<file path="src/rtl/stopwatch_pkg.sv">
// Shared types for the stopwatch lap bank: lap record layout and the
// lap_bank_ctrl FSM state encoding.
package stopwatch_pkg;

    localparam int unsigned LAP_W = 28;

    typedef struct packed {
        logic [5:0] hour;
        logic [5:0] minute;
        logic [5:0] second;
        logic [9:0] m_sec;
    } lap_t;

    typedef enum logic [2:0] {
        ST_IDLE,
        ST_WRITE,
        ST_READ,
        ST_RESP,
        ST_CLEAR
    } lap_state_t;

endpackage

</file>
<file path="src/rtl/lap_ram.sv">
// Single-port synchronous lap RAM, DEPTH x W, registered read (1-cycle latency).
// Contents are not reset; the controller wipes them with a CLEAR sweep.
module lap_ram #(
    parameter int unsigned DEPTH = 8,
    parameter int unsigned AW    = 3,
    parameter int unsigned W     = 28
) (
    input  logic          clock,
    input  logic          we,
    input  logic [AW-1:0] addr,
    input  logic [W-1:0]  wdata,
    output logic [W-1:0]  rdata
);

    logic [W-1:0] mem [DEPTH];

    // Write port and registered read share one address.
    always_ff @(posedge clock) begin
        if (we) begin
            mem[addr] <= wdata;
        end
        rdata <= mem[addr];
    end

endmodule

</file>
<file path="src/rtl/lap_bank_ctrl.sv">
// Lap bank controller: circular lap store with SAVE / RETRIEVE / CLEAR.
// Build option: LAP_OVERWRITE_EN -- when defined, a SAVE while full overwrites
// the oldest lap; when undefined, it is dropped and the sticky overflow flag set.
module lap_bank_ctrl
    import stopwatch_pkg::*;
#(
    parameter int unsigned DEPTH = 8,
    parameter int unsigned AW    = 3
) (
    input  logic          clock,
    input  logic          reset_n,
    input  logic          save_req,
    input  logic          retrieve_req,
    input  logic          clear_req,
    input  logic [17:0]   epoch,
    input  logic [9:0]    m_epoch,
    output logic [17:0]   lap_epoch,
    output logic [9:0]    lap_m_epoch,
    output logic [AW-1:0] lap_index,
    output logic          lap_valid,
    output logic [AW:0]   lap_count,
    output logic          full,
    output logic          overflow,
    output logic          reg_busy
);

    lap_state_t state_q, state_d;

    logic [AW-1:0] wr_ptr;
    logic [AW-1:0] rd_cur;
    logic [AW-1:0] clr_addr;
    lap_t          save_data;

    logic          ram_we;
    logic [AW-1:0] ram_addr;
    lap_t          ram_wdata;
    lap_t          ram_rdata;

    logic [AW-1:0] rd_eff;
    logic [AW:0]   rd_next;
    logic [AW-1:0] rd_addr;
    logic          write_ok;

    assign full     = (lap_count == (AW+1)'(DEPTH));
    assign reg_busy = (state_q != ST_IDLE);

    // Read position is relative to the oldest entry; out-of-range falls back to 0.
    always_comb begin
        rd_eff  = ({1'b0, rd_cur} >= lap_count) ? '0 : rd_cur;
        rd_next = {1'b0, rd_eff} + (AW+1)'(1);
        rd_addr = wr_ptr - lap_count[AW-1:0] + rd_eff;
`ifdef LAP_OVERWRITE_EN
        write_ok = 1'b1;
`else
        write_ok = !full;
`endif
    end

    // State register.
    always_ff @(posedge clock or negedge reset_n) begin
        if (!reset_n) begin
            state_q <= ST_IDLE;
        end else begin
            state_q <= state_d;
        end
    end

    // Next-state logic and RAM port control.
    always_comb begin
        state_d   = state_q;
        ram_we    = 1'b0;
        ram_addr  = '0;
        ram_wdata = '0;
        case (state_q)
            ST_IDLE: begin
                if (clear_req) begin
                    state_d = ST_CLEAR;
                end else if (save_req) begin
                    state_d = ST_WRITE;
                end else if (retrieve_req && (lap_count != '0)) begin
                    state_d = ST_READ;
                end
            end
            ST_WRITE: begin
                ram_we    = write_ok;
                ram_addr  = wr_ptr;
                ram_wdata = save_data;
                state_d   = ST_IDLE;
            end
            ST_READ: begin
                ram_addr = rd_addr;
                state_d  = ST_RESP;
            end
            ST_RESP: begin
                state_d = ST_IDLE;
            end
            ST_CLEAR: begin
                ram_we   = 1'b1;
                ram_addr = clr_addr;
                if (clr_addr == AW'(DEPTH - 1)) begin
                    state_d = ST_IDLE;
                end
            end
            default: begin
                state_d = ST_IDLE;
            end
        endcase
    end

    // Pointers, counters, captured SAVE data and retrieved-lap outputs.
    always_ff @(posedge clock or negedge reset_n) begin
        if (!reset_n) begin
            wr_ptr      <= '0;
            rd_cur      <= '0;
            clr_addr    <= '0;
            lap_count   <= '0;
            overflow    <= 1'b0;
            save_data   <= '0;
            lap_epoch   <= '0;
            lap_m_epoch <= '0;
            lap_index   <= '0;
            lap_valid   <= 1'b0;
        end else begin
            lap_valid <= 1'b0;
            case (state_q)
                ST_IDLE: begin
                    save_data <= {epoch, m_epoch};
                end
                ST_WRITE: begin
                    if (write_ok) begin
                        wr_ptr <= wr_ptr + AW'(1);
                        if (!full) begin
                            lap_count <= lap_count + (AW+1)'(1);
                        end
                    end else begin
                        overflow <= 1'b1;
                    end
                end
                ST_RESP: begin
                    lap_epoch   <= {ram_rdata.hour, ram_rdata.minute, ram_rdata.second};
                    lap_m_epoch <= ram_rdata.m_sec;
                    lap_index   <= rd_eff;
                    lap_valid   <= 1'b1;
                    rd_cur      <= (rd_next >= lap_count) ? '0 : rd_next[AW-1:0];
                end
                ST_CLEAR: begin
                    clr_addr    <= clr_addr + AW'(1);
                    wr_ptr      <= '0;
                    rd_cur      <= '0;
                    lap_count   <= '0;
                    overflow    <= 1'b0;
                    lap_epoch   <= '0;
                    lap_m_epoch <= '0;
                    lap_index   <= '0;
                end
                default: begin
                end
            endcase
        end
    end

    lap_ram #(
        .DEPTH (DEPTH),
        .AW    (AW),
        .W     (LAP_W)
    ) u_lap_ram (
        .clock (clock),
        .we    (ram_we),
        .addr  (ram_addr),
        .wdata (ram_wdata),
        .rdata (ram_rdata)
    );

endmodule
</file>
<file path="config.mk">
export PLATFORM = sky130hd
export DESIGN_NAME = lap_bank_ctrl
export DESIGN_NICKNAME = d
export VERILOG_FILES = /design/src/rtl/stopwatch_pkg.sv /design/src/rtl/lap_ram.sv /design/src/rtl/lap_bank_ctrl.sv
export SDC_FILE = /design/constraint.sdc
export NUM_CORES = 1
export LEC_CHECK = 0
export CAP_MARGIN = 20
export CORE_MARGIN = 4
export CORE_UTILIZATION = 40
export CTS_CLUSTER_SIZE = 12
export DETAILED_ROUTE_END_ITERATION = 10
export PLACE_DENSITY = 0.63
export SYNTH_ARGS = -nofsm -noshare
export SYNTH_HDL_FRONTEND = slang
export SYNTH_HIERARCHICAL = 1
export SYNTH_SLANG_ARGS = --single-unit
</file>
<file path="constraint.sdc">
create_clock -name clock -period 8.3 [get_ports clock]
set_input_delay 0.83 -clock clock [delete_from_list [all_inputs] [get_ports clock]]
set_output_delay 0.83 -clock clock [all_outputs]
set_load 0.02 [all_outputs]
</file>
==> results.cfg, run 1 <==
[synthesis]
synth-edff-count = 224
syn_area_per_cell_sq_um = 18.6
syn_area_sq_um = 12800
syn_inst = 685
yosysWarningCount = 6
synth_flop_cell = edfxtp_1
synth_seq_cells = 329
synth_cell_types = 46
async_flop_share = 0.234
syn_nets = 735
ys_seq_area_frac = 0.722

[cells_and_area]
final_cell_mix = edfxtp_1, dfrtp_1, clkdlybuf4s50_1
stdcell_count = 1207
drive_gt1_frac = 0.178
area_delta_synth_final_pct = 18.7
nNetsFinal = 828
final_common_cell = edfxtp_1
insertedDiodeCount = 0
fin_util = 0.480

[power]
switchingPower_uw = 1380
power_frac_seq = 0.450
swShare = 0.275
powerDensity_nw_per_um2 = 330
internal_power_uw = 3630
clockPowerShare = 0.310
ir_drop_uv = 151
leakagePower_uw = 0.00582
combPwrFrac = 0.240

[placement]
dp_slack_ps = 2600
dpl.cell_count = 1140
dp_hpwl_um = 14400
io_buffers = 71
gp_congestion = 0.788

[status]
outcome = completed

[job]
maxCapViolCount = 0

[sta]
rsz0062_at_grt = no
final_max_slew_viol_count = 0
slew_headroom = 0.326
worst_clock_skew_ps = 15.6
fin_crit_sh = 0.648
fmax_ghz = 0.186
final-hold-violation-count = 0
layout_setup_ws_ps = 2920
setup_violations = 0
tightestPinTransition_ps = 1010
post-route-min-period_ps = 5380
setup_tns_ps = 0

[clock_network]
ctsHoldBuffers = 0
cts_tree = built
clkTransAtPathRegs_ps = 60
cts_num_sinks = 329
clockRootBuffer = clkbuf_16
cts_setup_buffers = 0
clock_latency_ps = 510
numCtsBuffers = 36
clock_path_buffers = 3
cts_max_level = 2
ctsResizeCount = 0

[grt]
grt_antenna_before_repair = 0
grt_max_degree = 78
grt_pass1_wl_um = 39200
track_usage = 0.142
overflow = 0
first_global_vias = 6484

[detailed_routing]
num_vias = 6278
drtIter0Drc = 384
drc_errors = 0
routed_wirelength_um = 24600
wire_per_inst_um = 20.4
routed_via_density = 5.20
drtAntennaViolNets = 0
drt-pass1-iter-count = 4

[hold_path]
hold_class = in -> async

[critical_path]
critPathArrivalTime_ps = 5560
end_kind = register
critPathKind = reg -> reg
startpoint_type = register
crit_fanout = 58
required_ps = 8490

[floorplanning]
die_w_um = 187
rows = 65
die_y_um = 187
dieArea_sq_um = 34800
initial_core_util = 0.405
io_pins = 72
core_sq_um = 31600
==> per-stage QoR <==
step | power [uW] | cell area, sq um | hold slack (ps)
after floorplan | 3170 | 12800 | 431
after global placement | 3500 | 13900 | 435
after detailed placement | 3520 | 13900 | 440
after CTS | 5090 | 15100 | 454
after global routing | 5280 | 15200 | 312
final | 5010 | 15200 | 295
==> final cells by class <==
cell class                      count  area [sq um]
Clock buffer                       59          1100
Clock inverter                      6          65.1
Fill cell                        2641         16400
Inverter                           13          48.8
Multi-Input combinational cell    310          3360
Sequential cell                   329          9210
Tap cell                          402           503
Timing Repair Buffer               88           860
==> per-layer routing <==
metal  up-vias  share of wire  global-route usage
li1       2882              -                   -
met1      3246           0.45               0.195
met2       115           0.50               0.235
met3        35          0.035              0.0234
met4         0          0.018              0.0424
met5         -              0                   0
==> cell usage after synthesis (3+ instances only) <==
cell type | n | area (sq um)
a21oi_1 | 6 | 30.0
a22o_1 | 33 | 289
a22oi_1 | 7 | 52.6
and2_1 | 30 | 188
buf_1 | 6 | 22.5
buf_2 | 10 | 50.1
buf_4 | 8 | 60.1
buf_6 | 6 | 67.6
clkbuf_1 | 3 | 11.3
dfrtp_1 | 77 | 1930
dfxtp_1 | 28 | 561
edfxtp_1 | 224 | 6730
ha_1 | 15 | 188
inv_1 | 13 | 48.8
mux2_2 | 54 | 608
mux2i_1 | 13 | 130
mux4_1 | 40 | 1050
mux4_2 | 4 | 90.1
nand2_1 | 23 | 86.3
nand2b_1 | 3 | 18.8
nand3_1 | 3 | 15.0
nor2_1 | 18 | 67.6
nor2b_1 | 4 | 25.0
nor3_1 | 6 | 30.0
o21ai_0 | 14 | 70.1
o22ai_1 | 6 | 37.5
xnor2_1 | 8 | 70.1
==> logic make-up after synthesis <==
group	after synthesis	share of synthesized area
flip-flops	329	0.722
multiplexers	111	0.147
AND/OR/NAND/NOR	96	0.0419
AO/OA/AOI/OAI	76	0.0442
buffers and inverters	46	0.0204
adder cells (fa/ha/maj)	17	0.0178
XOR/XNOR	10	0.00686
==> power groups by stage <==
stage / Combinational, uW / Sequential, uW / Clock, uW
2_1_floorplan: 918 / 2250 / 0
3_3_place_gp: 1220 / 2280 / 0
3_5_place_dp: 1230 / 2290 / 0
4_1_cts: 1240 / 2260 / 1590
5_1_grt: 1320 / 2280 / 1670
6_report: 1200 / 2250 / 1550
==> worst paths after layout <==
path | from | end | slack, ps | depth (start not counted)
setup / recovery | lap_count[0] | u_lap_ram/mem[6][4] | 2920 | 15
hold / removal | reset_n | save_data[19] | 290 | 1
setup reg to reg | lap_count[0] | u_lap_ram/mem[6][4] | 2920 | 15
hold reg to reg | u_lap_ram/rdata[11] | lap_epoch[1] | 450 | 1
max in group asynchronous | reset_n | save_data[9] | 7400 | 2
min in group clock | u_lap_ram/rdata[11] | lap_epoch[1] | 450 | 1
==> critical path: stages, from the launching register on <==
cell      delay [ps]
dfrtp_1          490
ha_1             340
nand2b_4         140
a211oi_2         280
o21ai_0          160
inv_1            140
fa_1             450
fa_1             440
xnor2_1          140
xnor2_1          180
xnor2_1          130
o21ai_4          150
buf_4            610
nand2_1          300
nor2_2           660
buf_4            410
==> flip-flops by register name, indices dropped and copies added (netlist names) <==
name,count
lap_m_epoch,10
rd_cur,3
clr_addr,3
lap_count,4
u_lap_ram/rdata,28
wr_ptr,3
lap_epoch,18
overflow,1
lap_index,3
save_data,28
lap_valid,1
u_lap_ram/mem,224
state_q,3
Power figures use the tool's default switching activity.
==> run 2, diff against run 1 <==
==> constraint.sdc (replaced) <==
create_clock -name clock -period 5.2 [get_ports clock]
set_input_delay 0.52 -clock clock [delete_from_list [all_inputs] [get_ports clock]]
set_output_delay 0.52 -clock clock [all_outputs]
set_load 0.02 [all_outputs]
==> results.cfg, run 2 (synthesized netlist as in run 1, its figures left out) <==
[sta]
setup_tns_ps = 0
slew_headroom = 0.311
rsz0062_at_grt = no
tightestPinTransition_ps = 1030
hold_slack_ps = 4.63
post-route-min-period_ps = 4700
final_max_slew_viol_count = 0
final-hold-violation-count = 0
fin_crit_sh = 0.904
setup_violations = 0
fmax_ghz = 0.213
worst_clock_skew_ps = 21.2

[critical_path]
end_kind = register
crit_slowest_cell = nor2_2
critPathArrivalTime_ps = 4900
crit_fanout = 16
critPathKind = reg -> reg
path_buf_inv = 2
max_stage_delay_ps = 740
required_ps = 5400
path_cells = ha_1, nand2b_4, a211oi_2, o21ai_0, ha_1, inv_1, ha_1, fa_1, xnor2_1, xnor2_1, xnor2_1, o21ai_4, nand2b_1, nor2_2, buf_12
startpoint_type = register
cp_top_family = adder cells

[cells_and_area]
area_delta_synth_final_pct = 18.7
seqCellArea_sq_um = 9210
nNetsFinal = 830
final_common_cell = edfxtp_1
final_cell_mix = edfxtp_1, dfrtp_1, clkdlybuf4s50_1
fillers = 2600
top_register = u_lap_ram/mem
multi_input_area_sq_um = 3370
largest_reg_flops = 224
drive_gt1_frac = 0.173
largestRegisters = u_lap_ram/mem: 224 flops, save_data: 28 flops, u_lap_ram/rdata: 28 flops

[power]
switchingPower_uw = 2210
clockPowerShare = 0.292
combPwrFrac = 0.249
powerDensity_nw_per_um2 = 521
swShare = 0.280
power_frac_seq = 0.458
leakagePower_uw = 0.00579
internal_power_uw = 5680
ir_drop_uv = 235

[detailed_routing]
routed_wirelength_um = 25000
routed_via_density = 5.22
drt-pass1-iter-count = 6
drtAntennaViolNets = 0
drc_errors = 0
wire_per_inst_um = 20.7
drtIter0Drc = 321
num_vias = 6313

[floorplanning]
io_pins = 72
die_w_um = 187
rows = 65
core_sq_um = 31600
initial_core_util = 0.405
die_y_um = 187
dieArea_sq_um = 34800

[clock_network]
cts_max_level = 2
clkTransAtPathRegs_ps = 60
numCtsBuffers = 35
cts_setup_buffers = 0
clock_latency_ps = 510
ctsHoldBuffers = 0
ctsResizeCount = 0
clock_path_buffers = 3
cts_tree = built
clockRootBuffer = clkbuf_16
cts_num_sinks = 329

[grt]
first_global_vias = 6617
grt_antenna_before_repair = 0
overflow = 0
grt_pass1_wl_um = 39700
track_usage = 0.144
grt_max_degree = 78

[placement]
gp_congestion = 0.774
io_buffers = 71
dp_hpwl_um = 14500

[hold_path]
hold_class = in -> async

[job]
maxCapViolCount = 0

[status]
outcome = completed
[run 2: path summary, 6_finish.rpt]
kind / startpoint / end / slack, ps / cells past startpoint
worst max-delay path: lap_count[0] / u_lap_ram/mem[1][3] / 500 / 15
worst min-delay path: reset_n / lap_count[1] / 5 / 1
worst max register to register: lap_count[0] / u_lap_ram/mem[1][3] / 500 / 15
worst min register to register: u_lap_ram/rdata[15] / lap_epoch[5] / 450 / 1
max in group asynchronous: reset_n / lap_m_epoch[8] / 4550 / 2
min in group clock: u_lap_ram/rdata[15] / lap_epoch[5] / 450 / 1
[run 2: layout make-up]
cell class	count	area share
antenna	1	0.000165
clock buffer	53	0.0643
clock inverter	11	0.00603
inverter	13	0.00322
multi-input combinational	310	0.223
sequential	329	0.608
tap	402	0.0332
timing repair buffer	91	0.0624
[run 2: power groups by stage]
stage          clock, uW  sequential (uW)  combinational (uW)
2_1_floorplan          0             3580                1470
3_3_place_gp           0             3670                1990
3_5_place_dp           0             3680                2000
4_1_cts             2370             3630                2010
5_1_grt             2490             3670                2140
6_report            2310             3620                1970
[run 2: layer usage]
metal  global-route usage  part of all wire
met1                0.208              0.47
met2                0.232              0.48
met3               0.0234             0.036
met4               0.0353             0.017
met5                    0                 0
[run 2: stage by stage]
stage / utilization / area, sq um / std cells / power (uW) / setup slack, ps
4_1_cts: 0.479 / 15100 / 1208 / 8010 / 505
3_5_place_dp: 0.446 / 14100 / 1144 / 5680 / 523
5_1_grt: 0.480 / 15100 / 1209 / 8310 / 193
3_3_place_gp: 0.446 / 14100 / 1144 / 5660 / 662
2_1_floorplan: - / 12800 / 685 / 5050 / -105
6_report: 0.480 / 15200 / 1210 / 7900 / 500
